==> config.mk <==
export PLATFORM = sky130hd
export DESIGN_NAME = multicycle_ctrl_fsm
export DESIGN_NICKNAME = d
export VERILOG_FILES = /design/src/rtl/core_ctrl_pkg.sv /design/src/rtl/imm_src_dec.sv /design/src/rtl/multicycle_ctrl_fsm.sv
export SDC_FILE = /design/constraint.sdc
export NUM_CORES = 1
export LEC_CHECK = 0
export CELL_PAD_IN_SITES_DETAIL_PLACEMENT = 0
export CELL_PAD_IN_SITES_GLOBAL_PLACEMENT = 1
export CORE_UTILIZATION = 47
export CTS_BUF_LIST = sky130_fd_sc_hd__clkbuf_4 sky130_fd_sc_hd__clkbuf_8
export CTS_CLUSTER_SIZE = 25
export DETAILED_ROUTE_END_ITERATION = 12
export DONT_BUFFER_PORTS = 1
export PLACE_DENSITY_LB_ADDON = 0.1
export SLEW_MARGIN = 20
export SYNTH_ARGS = -nofsm -noshare
export SYNTH_HDL_FRONTEND = slang
export SYNTH_HIERARCHICAL = 1
export SYNTH_SLANG_ARGS = --single-unit
==> constraint.sdc <==
create_clock -name clk -period 4.25 [get_ports clk]
set_input_delay 0.85 -clock clk [delete_from_list [all_inputs] [get_ports clk]]
set_output_delay 0.85 -clock clk [all_outputs]
set_load 0.05 [all_outputs]
==> src/rtl/core_ctrl_pkg.sv <==
// Shared encodings for the multicycle RV32I control path: FSM states,
// opcodes and the datapath select/ALU-op codes driven by the controller.
package core_ctrl_pkg;

  typedef enum logic [3:0] {
    S_IDLE     = 4'd0,
    S_FETCH    = 4'd1,
    S_DECODE   = 4'd2,
    S_MEMADR   = 4'd3,
    S_MEMREAD  = 4'd4,
    S_MEMWRITE = 4'd5,
    S_MEMWB    = 4'd6,
    S_EXECR    = 4'd7,
    S_EXECI    = 4'd8,
    S_ALUWB    = 4'd9,
    S_BRANCH   = 4'd10,
    S_JALR     = 4'd11,
    S_JAL      = 4'd12,
    S_LUI      = 4'd13
  } state_t;

  localparam logic [6:0] OP_LOAD   = 7'b0000011;
  localparam logic [6:0] OP_STORE  = 7'b0100011;
  localparam logic [6:0] OP_RTYPE  = 7'b0110011;
  localparam logic [6:0] OP_ITYPE  = 7'b0010011;
  localparam logic [6:0] OP_BRANCH = 7'b1100011;
  localparam logic [6:0] OP_JAL    = 7'b1101111;
  localparam logic [6:0] OP_JALR   = 7'b1100111;
  localparam logic [6:0] OP_LUI    = 7'b0110111;
  localparam logic [6:0] OP_AUIPC  = 7'b0010111;

  localparam logic [1:0] ALU_ADD   = 2'b00;
  localparam logic [1:0] ALU_SUB   = 2'b01;
  localparam logic [1:0] ALU_FUNCT = 2'b10;

  localparam logic [1:0] RES_ALUOUT = 2'b00;
  localparam logic [1:0] RES_RDATA  = 2'b01;
  localparam logic [1:0] RES_ALURES = 2'b10;
  localparam logic [1:0] RES_IMM    = 2'b11;

  localparam logic [1:0] SRCA_PC    = 2'b00;
  localparam logic [1:0] SRCA_OLDPC = 2'b01;
  localparam logic [1:0] SRCA_RD1   = 2'b10;

  localparam logic [1:0] SRCB_RD2  = 2'b00;
  localparam logic [1:0] SRCB_IMM  = 2'b01;
  localparam logic [1:0] SRCB_FOUR = 2'b10;

  localparam logic [2:0] IMM_I = 3'b000;
  localparam logic [2:0] IMM_S = 3'b001;
  localparam logic [2:0] IMM_B = 3'b010;
  localparam logic [2:0] IMM_J = 3'b011;
  localparam logic [2:0] IMM_U = 3'b100;

  // Only beq (000) and bne (001) are implemented by the branch step.
  function automatic logic branch_f3_ok(input logic [2:0] f3);
    return (f3[2:1] == 2'b00);
  endfunction

endpackage

==> src/rtl/imm_src_dec.sv <==
// Immediate-format select, purely from the opcode; valid in every state.
module imm_src_dec
  import core_ctrl_pkg::*;
(
  input  logic [6:0] Op,
  output logic [2:0] Imm_Src
);

  // Opcode -> immediate format; unknown opcodes fall back to I-type.
  always_comb begin
    Imm_Src = IMM_I;
    case (Op)
      OP_STORE:          Imm_Src = IMM_S;
      OP_BRANCH:         Imm_Src = IMM_B;
      OP_JAL:            Imm_Src = IMM_J;
      OP_LUI, OP_AUIPC:  Imm_Src = IMM_U;
      default:           Imm_Src = IMM_I;
    endcase
  end

endmodule

==> src/rtl/multicycle_ctrl_fsm.sv <==
// Main control FSM of the multicycle RV32I core. Moore decode of datapath
// selects from the state register; PC/IR/memory strobes additionally
// qualified by Mem_Ready and the ALU zero flag.
module multicycle_ctrl_fsm
  import core_ctrl_pkg::*;
#(
  parameter logic RESET_TO_IDLE = 1'b1
) (
  input  logic       clk,
  input  logic       rst_n,
  input  logic [6:0] Op,
  input  logic [2:0] Funct3,
  input  logic       Zero,
  input  logic       Mem_Ready,
  output logic       PC_Write,
  output logic       Adr_Src,
  output logic       Mem_Write,
  output logic       IR_Write,
  output logic [1:0] Result_Src,
  output logic [1:0] Alu_Src_A,
  output logic [1:0] Alu_Src_B,
  output logic [1:0] Alu_Op,
  output logic [2:0] Imm_Src,
  output logic       Reg_Write,
  output logic       Illegal_Instr,
  output logic       Instr_Retired
);

  state_t     state, state_nxt;
  logic       pc_update, branch, ir_write_d, mem_write_d, reg_write_d;
  logic       adr_src_d, illegal_d, retired_d;
  logic [1:0] result_src_d, alu_src_a_d, alu_src_b_d, alu_op_d;

  imm_src_dec u_imm_src_dec (
    .Op      (Op),
    .Imm_Src (Imm_Src)
  );

  // State register; reset may land mid-access, the access is simply abandoned.
  always_ff @(posedge clk or negedge rst_n) begin
    if (!rst_n) state <= RESET_TO_IDLE ? S_IDLE : S_FETCH;
    else        state <= state_nxt;
  end

  // Next-state and Moore output decode; every output defaults to 0.
  always_comb begin
    state_nxt    = state;
    pc_update    = 1'b0;
    branch       = 1'b0;
    ir_write_d   = 1'b0;
    mem_write_d  = 1'b0;
    reg_write_d  = 1'b0;
    adr_src_d    = 1'b0;
    illegal_d    = 1'b0;
    retired_d    = 1'b0;
    result_src_d = RES_ALUOUT;
    alu_src_a_d  = SRCA_PC;
    alu_src_b_d  = SRCB_RD2;
    alu_op_d     = ALU_ADD;
    case (state)
      S_IDLE: state_nxt = S_FETCH;
      S_FETCH: begin
        alu_src_a_d  = SRCA_PC;
        alu_src_b_d  = SRCB_FOUR;
        result_src_d = RES_ALURES;
        ir_write_d   = Mem_Ready;
        pc_update    = Mem_Ready;
        state_nxt    = Mem_Ready ? S_DECODE : S_FETCH;
      end
      S_DECODE: begin
        // ALUOut <= OldPC + Imm, consumed later by branch/jal/auipc
        alu_src_a_d = SRCA_OLDPC;
        alu_src_b_d = SRCB_IMM;
        case (Op)
          OP_LOAD, OP_STORE: state_nxt = S_MEMADR;
          OP_RTYPE:          state_nxt = S_EXECR;
          OP_ITYPE:          state_nxt = S_EXECI;
          OP_JAL:            state_nxt = S_JAL;
          OP_JALR:           state_nxt = S_JALR;
          OP_LUI:            state_nxt = S_LUI;
          OP_AUIPC:          state_nxt = S_ALUWB;
          OP_BRANCH: begin
            if (branch_f3_ok(Funct3)) state_nxt = S_BRANCH;
            else begin
              illegal_d = 1'b1;
              state_nxt = S_FETCH;
            end
          end
          default: begin
            illegal_d = 1'b1;
            state_nxt = S_FETCH;
          end
        endcase
      end
      S_MEMADR: begin
        alu_src_a_d = SRCA_RD1;
        alu_src_b_d = SRCB_IMM;
        state_nxt   = Op[5] ? S_MEMWRITE : S_MEMREAD;
      end
      S_MEMREAD: begin
        adr_src_d = 1'b1;
        state_nxt = Mem_Ready ? S_MEMWB : S_MEMREAD;
      end
      S_MEMWRITE: begin
        adr_src_d   = 1'b1;
        mem_write_d = 1'b1;
        retired_d   = Mem_Ready;
        state_nxt   = Mem_Ready ? S_FETCH : S_MEMWRITE;
      end
      S_MEMWB: begin
        result_src_d = RES_RDATA;
        reg_write_d  = 1'b1;
        retired_d    = 1'b1;
        state_nxt    = S_FETCH;
      end
      S_EXECR: begin
        alu_src_a_d = SRCA_RD1;
        alu_src_b_d = SRCB_RD2;
        alu_op_d    = ALU_FUNCT;
        state_nxt   = S_ALUWB;
      end
      S_EXECI: begin
        alu_src_a_d = SRCA_RD1;
        alu_src_b_d = SRCB_IMM;
        alu_op_d    = ALU_FUNCT;
        state_nxt   = S_ALUWB;
      end
      S_ALUWB: begin
        result_src_d = RES_ALUOUT;
        reg_write_d  = 1'b1;
        retired_d    = 1'b1;
        state_nxt    = S_FETCH;
      end
      S_BRANCH: begin
        alu_src_a_d  = SRCA_RD1;
        alu_src_b_d  = SRCB_RD2;
        alu_op_d     = ALU_SUB;
        result_src_d = RES_ALUOUT;
        branch       = 1'b1;
        retired_d    = 1'b1;
        state_nxt    = S_FETCH;
      end
      S_JALR: begin
        alu_src_a_d = SRCA_RD1;
        alu_src_b_d = SRCB_IMM;
        state_nxt   = S_JAL;
      end
      S_JAL: begin
        // PC <= ALUOut (target) while ALU forms OldPC+4 for the link write
        alu_src_a_d  = SRCA_OLDPC;
        alu_src_b_d  = SRCB_FOUR;
        result_src_d = RES_ALUOUT;
        pc_update    = 1'b1;
        state_nxt    = S_ALUWB;
      end
      S_LUI: begin
        result_src_d = RES_IMM;
        reg_write_d  = 1'b1;
        retired_d    = 1'b1;
        state_nxt    = S_FETCH;
      end
      default: state_nxt = S_FETCH;
    endcase
  end

  // Outputs forced quiet while reset is asserted, whatever the reset state.
  assign PC_Write      = rst_n & (pc_update | (branch & (Zero ^ Funct3[0])));
  assign Adr_Src       = rst_n & adr_src_d;
  assign Mem_Write     = rst_n & mem_write_d;
  assign IR_Write      = rst_n & ir_write_d;
  assign Reg_Write     = rst_n & reg_write_d;
  assign Illegal_Instr = rst_n & illegal_d;
  assign Instr_Retired = rst_n & retired_d;
  assign Result_Src    = rst_n ? result_src_d : 2'b00;
  assign Alu_Src_A     = rst_n ? alu_src_a_d  : 2'b00;
  assign Alu_Src_B     = rst_n ? alu_src_b_d  : 2'b00;
  assign Alu_Op        = rst_n ? alu_op_d     : 2'b00;

endmodule

Word-level counts from Yosys, hierarchy flattened
Cells that the tools add are included.
{"block": "op_classes", "eq_ne": 22, "muxes": 26, "bitwise": 10, "n_reduce_logical": 13}
{"op": "$pmux 4 s8", "count": 1}
{"op": "$pmux 4 s7", "count": 1}
{"op": "$eq 4x4->1 const B", "count": 6}
{"op": "$eq 7x6->1 const B", "count": 3}
{"op": "$eq 7x7->1 const B", "count": 3}
{"op": "$eq 4x3->1 const B", "count": 4}
{"op": "$eq 7x5->1 const B", "count": 2}
{"op": "$mux 2", "count": 6}
{"op": "$pmux 2 s2", "count": 3}
{"op": "$pmux 3 s4", "count": 1}
{"op": "$reduce_or 2->1", "count": 6}
{"op": "$and 1x1->1", "count": 8}
{"op": "$eq 4x2->1 const B", "count": 2}
{"op": "$mux 1", "count": 8}
{"op": "$reduce_or 4->1", "count": 2}
{"op": "$reduce_or 8->1", "count": 1}
{"op": "$eq 7x2->1 const B", "count": 1}
{"op": "$pmux 1 s2", "count": 3}
{"op": "$pmux 2 s3", "count": 1}
{"op": "$reduce_or 3->1", "count": 2}
{"op": "$reduce_or 5->1", "count": 1}
{"op": "$eq 4x1->1 const B", "count": 1}
{"op": "$mux 4", "count": 1}
{"op": "$mux 3", "count": 1}
{"op": "other kinds (3)", "count": 3}
{"block": "totals", "reg_bits": 4}

Depth between registers and ports, before layout
{"block": "logic_depth", "depth_word": 5, "ltp_mapped": 5}

Cells and area by module
Netlist, hierarchy kept.
{"mod": "multicycle_ctrl_fsm", "instances": 1, "cells_per_inst": 103, "area_each_um2": 689.4, "seq_area_each_um2": 100.1}
{"mod": "imm_src_dec", "instances": 1, "cells_per_inst": 8, "area_each_um2": 61.3, "seq_area_each_um2": 0.0}

Worst setup path after synthesis
No wires, ideal clock.
{"block": "synth_timing", "kind": "input-to-output", "from": "in Op[6]", "to": "out Illegal_Instr", "arrival_ns": 3.804, "required_ns": 3.400, "slack_ns": -0.404, "path_stages": 5, "cell_sequence": "buf_2 and3b_1 nand2b_1 o21ai_1 a2111oi_0"}
{"block": "synth_between", "elab_chain_len": 5, "elab_cells_between_ends": 13}
{"element": "from (decl)", "line": "multicycle_ctrl_fsm.sv:11", "rtl": "input logic [6:0] Op,"}
{"element": "$eq 7x7->1 (tied with other cells)", "line": "multicycle_ctrl_fsm.sv:74", "rtl": "case (Op)"}
{"element": "$reduce_or 8->1 (no line)"}
{"element": "$pmux 1 s2 (*)", "line": "multicycle_ctrl_fsm.sv:74"}
{"element": "$mux 1 (*)", "line": "multicycle_ctrl_fsm.sv:60", "rtl": "case (state)"}
{"element": "$and 1x1->1 (*)", "line": "multicycle_ctrl_fsm.sv:172", "rtl": "assign Illegal_Instr = rst_n & illegal_d;"}
{"element": "to (decl)", "line": "multicycle_ctrl_fsm.sv:25", "rtl": "output logic Illegal_Instr,"}
Every way passes the cells marked *; elsewhere a longest branch is shown, timed or not.

Final worst setup path
{"block": "layout_timing", "from": "reg state[0]", "to": "out Instr_Retired"}
{"block": "layout_between", "elab_chain_len": 4, "elab_cells_between_ends": 8}
{"element": "from (decl)", "line": "multicycle_ctrl_fsm.sv:29", "rtl": "state_t state, state_nxt;"}
{"element": "from (signal assigned)", "line": "multicycle_ctrl_fsm.sv:41", "rtl": "if (!rst_n) state <= RESET_TO_IDLE ? S_IDLE : S_FETCH;"}
{"element": "from (signal assigned)", "line": "multicycle_ctrl_fsm.sv:42", "rtl": "else state <= state_nxt;"}
{"element": "$eq 4x4->1 / $eq 4x3->1 (equally long branches)", "line": "multicycle_ctrl_fsm.sv:60"}
{"element": "$reduce_or 4->1 (no line)"}
{"element": "$pmux 1 s2 (*)", "line": "multicycle_ctrl_fsm.sv:60"}
{"element": "$and 1x1->1 (*)", "line": "multicycle_ctrl_fsm.sv:173", "rtl": "assign Instr_Retired = rst_n & retired_d;"}
{"element": "to (decl)", "line": "multicycle_ctrl_fsm.sv:26", "rtl": "output logic Instr_Retired"}
Marks and branches as above.

==> impl_results.md <==
- Synth Area in Simple Gates: 47.8%
- Core area: 1510 sq um
- Number of CTS-inserted buffers: 3
- Post-synthesis mux area share: 0%
- Compound-Gate Fraction of Synth Area: 27.0%
- Maximum clock path buffer count: 2
- Syn Inst Count: 111
- Root buf cell: clkbuf_4
- Hold Violations, Final: 0
- YS warnings: 6
- Pwr per Cell Area: 529 nW/um^2
- TritonCTS clock tree: done
- Drt wl/cell: 14.4 microns
- Vias: 809
- P&R area growth vs syn: 8.50%
- Clk slew on worst S/H paths: 0.04 ns
- Syn nets: 125
- Share of layout cells above drive strength 1: 15.0%
- Worst EP required: 3.40 ns
- Number of flops mapped to enable cells by yosys: 0
- Post-CTS Resized: 0
- Die height: 42.0 microns
- HP Class: in2async
- Top FF cell, synth: dfrtp_1
- CTS Sinks: 4
- Total Neg Setup Slack: 0 ns
- Startpoint Class: register
- Largest family of logic cells by synthesized area: simple AND/OR/NAND/NOR gates
- Syn Area/Cell: 6.76 sq um
- GRT overflow: 0
- Final setup viols: 0
- RR Startpoint: state[0]
- Die ar.: 1760 sq um
- Kind of critical path: reg2out
- WL final: 1.86 mm
- Final GP Congestion: 0.877
- DR DRC count: 0
- Fmax: 314 MHz
- Cell Area, Synth: 751 sq um
- Worst skew pair latency: 0.23 ns
- Slew HR: 32.9%
- Row count: 14
- Post-Synth Adder-Cell Area: 0%
- Detailed Place HPWL: 1.34 mm
- Top Registers: state: 4 flops
- Switch share: 58.7%
- Fin crit share: 74.9%
- Clock share of power: 10.8%
- Final number of max-transition violations: 0
- Post-CTS Hold Buffers: 0
- Fin area: 815 sq um
- Sequential-to-total area share from yosys stat: 13.3%
- Die span in x: 42.0 microns
- Peak supply drop: 0.230 mV
- Reg2Reg Setup Slack: 2.51 ns
- Dpl cell area: 792 sq um
- H-tree levels: 1
- Post-CTS setup buffer count: 0
- CP Cell Sequence: nand2b_1 -> or3_1 -> inv_1 -> a311o_1
- Min Tclk post-route: 3.18 ns
- Unrepaired setup endpoints after global routing: no
- Flops & latches, synth: 4
- Via/cell ratio: 6.27
- Clock skew: 0.00342 ns
- First-pass GRT wire length: 3.13 mm
- Status: finished, final reports clean
- P_sw: 0.253 mW
- Diodes inserted: 0
- Largest reg by FF count: state
- CP max FO: 18
- Max incr delay on CP: 0.55 ns
- Iter 0 DRT Violations: 31
- Worst-Margin Slew: 1.00 ns
- Overall Power: 0.431 mW
- CP Data Arrival Time: 2.33 ns
- CP Launch Point: state[0]
- Post-synth ARST share: 100%
- Xor-xnor portion of the synthesized cell area: 4.67%
- GRT Overall Usage: 22.7%
- DRT Pass-1 Iters: 4
- Largest register FFs: 4
- Post-route ant nets: 0
- Vias in the first global route: 707
- Num ports: 32
- Max-cap violations: 0
- Initial antenna violation count: 0
- Pleak: 0.314 nW
- Seq pwr share: 25.0%
- Pin count of the biggest net entering global routing: 19
- Cell variety after synth: 44
- CP Capture Type: primary output
- Port-buffer cells: 0
- Crit-path slowest cell: dfrtp_1
- Initial Util: 49.8%
- Final nets: 129
- Internal: 0.178 mW
- Comb pwr share: 64.2%
==> area by class of cell <==
| class | instances | area (sq um) |
|---|---|---|
| fillers | 158 | 692 |
| well taps | 16 | 20.0 |
| multi-input cells | 95 | 608 |
| inverters | 5 | 18.8 |
| flip-flops and latches | 4 | 100 |
| clock buffers | 3 | 22.5 |
| repair buffers | 6 | 45.0 |
==> worst paths after layout <==
check,cells past startpoint,to
min in group clk,2,state[1]
worst max-delay path,4,Instr_Retired
max in group asynchronous,0,state[0]
worst max register to register,4,state[1]
worst min register to register,1,state[2]
worst min-delay path,0,state[1]
==> kinds of logic after synthesis <==
group / count (synthesis)
AND/OR/NAND/NOR: 64
buffers and inverters: 12
flip-flops: 4
XOR/XNOR: 4
AO/OA/AOI/OAI: 27
==> critical path, delay by kind of cell, from the launching register on <==
kind / cells / cell delay [ns]
flip-flops: 1 / 0.55
AND/OR/NAND/NOR: 2 / 0.67
AO/OA/AOI/OAI: 1 / 0.52
buffers and inverters: 1 / 0.35
==> power groups by stage <==
stage                     clock network, mW  logic [mW]  registers (mW)
after floorplan                           0       0.287          0.0631
after global routing                 0.0520       0.298           0.115
after detailed placement                  0       0.275           0.107
after CTS                            0.0486       0.276           0.107
final                                0.0467       0.277           0.108
after global placement                    0       0.278           0.107
==> layout by cell type, fill, tap and decap left out, types with 2 or more instances in the layout <==
master / n
nor2_1: 18
nand2_1: 9
xnor2_1: 3
nor2b_1: 3
buf_4: 6
o22ai_1: 3
clkbuf_4: 3
or3_1: 3
nand2b_1: 6
and2_1: 3
nand3b_1: 2
a211o_1: 3
a31oi_1: 2
dfrtp_1: 4
inv_1: 5
a21oi_1: 5
nor3_1: 6
a32oi_1: 2
nand3_1: 2
nand4b_1: 2
==> stage by stage <==
step                utilization, %  cells  hold slack, ns  setup slack [ns]
floorplan                        -    111           0.554             0.259
global placement              52.6    126           0.555              1.20
detailed placement            52.6    126           0.555              1.18
CTS                           54.1    129           0.305              1.07
global route                  54.1    129           0.295             0.953
finish                        54.1    129           0.311              1.07
==> per-layer routing <==
metal / track usage, % / share of wire [%] / up-vias
li1: - / - / 414
met2: 33.4 / 44 / 29
met1: 32.4 / 50 / 364
met5: 0 / 0 / -
met3: 3.48 / 4.9 / 2
met4: 9.68 / 0.91 / 0
==> cells in the mapped netlist, types with 2 or more instances <==
library cell / number / area (sq um)
nor2_1: 18 / 67.6
nand2_1: 9 / 33.8
nand2b_1: 6 / 37.5
nor3_1: 6 / 30.0
a21oi_1: 5 / 25.0
inv_1: 5 / 18.8
dfrtp_1: 4 / 100
a211o_1: 3 / 26.3
and2_1: 3 / 18.8
clkbuf_1: 3 / 11.3
nor2b_1: 3 / 18.8
o22ai_1: 3 / 18.8
or3_1: 3 / 18.8
xnor2_1: 3 / 26.3
a31oi_1: 2 / 12.5
a32oi_1: 2 / 17.5
buf_1: 2 / 7.51
nand3_1: 2 / 10.0
nand3b_1: 2 / 15.0
nand4b_1: 2 / 17.5
nor3b_1: 2 / 15.0
(Power assumes the default switching activity.)
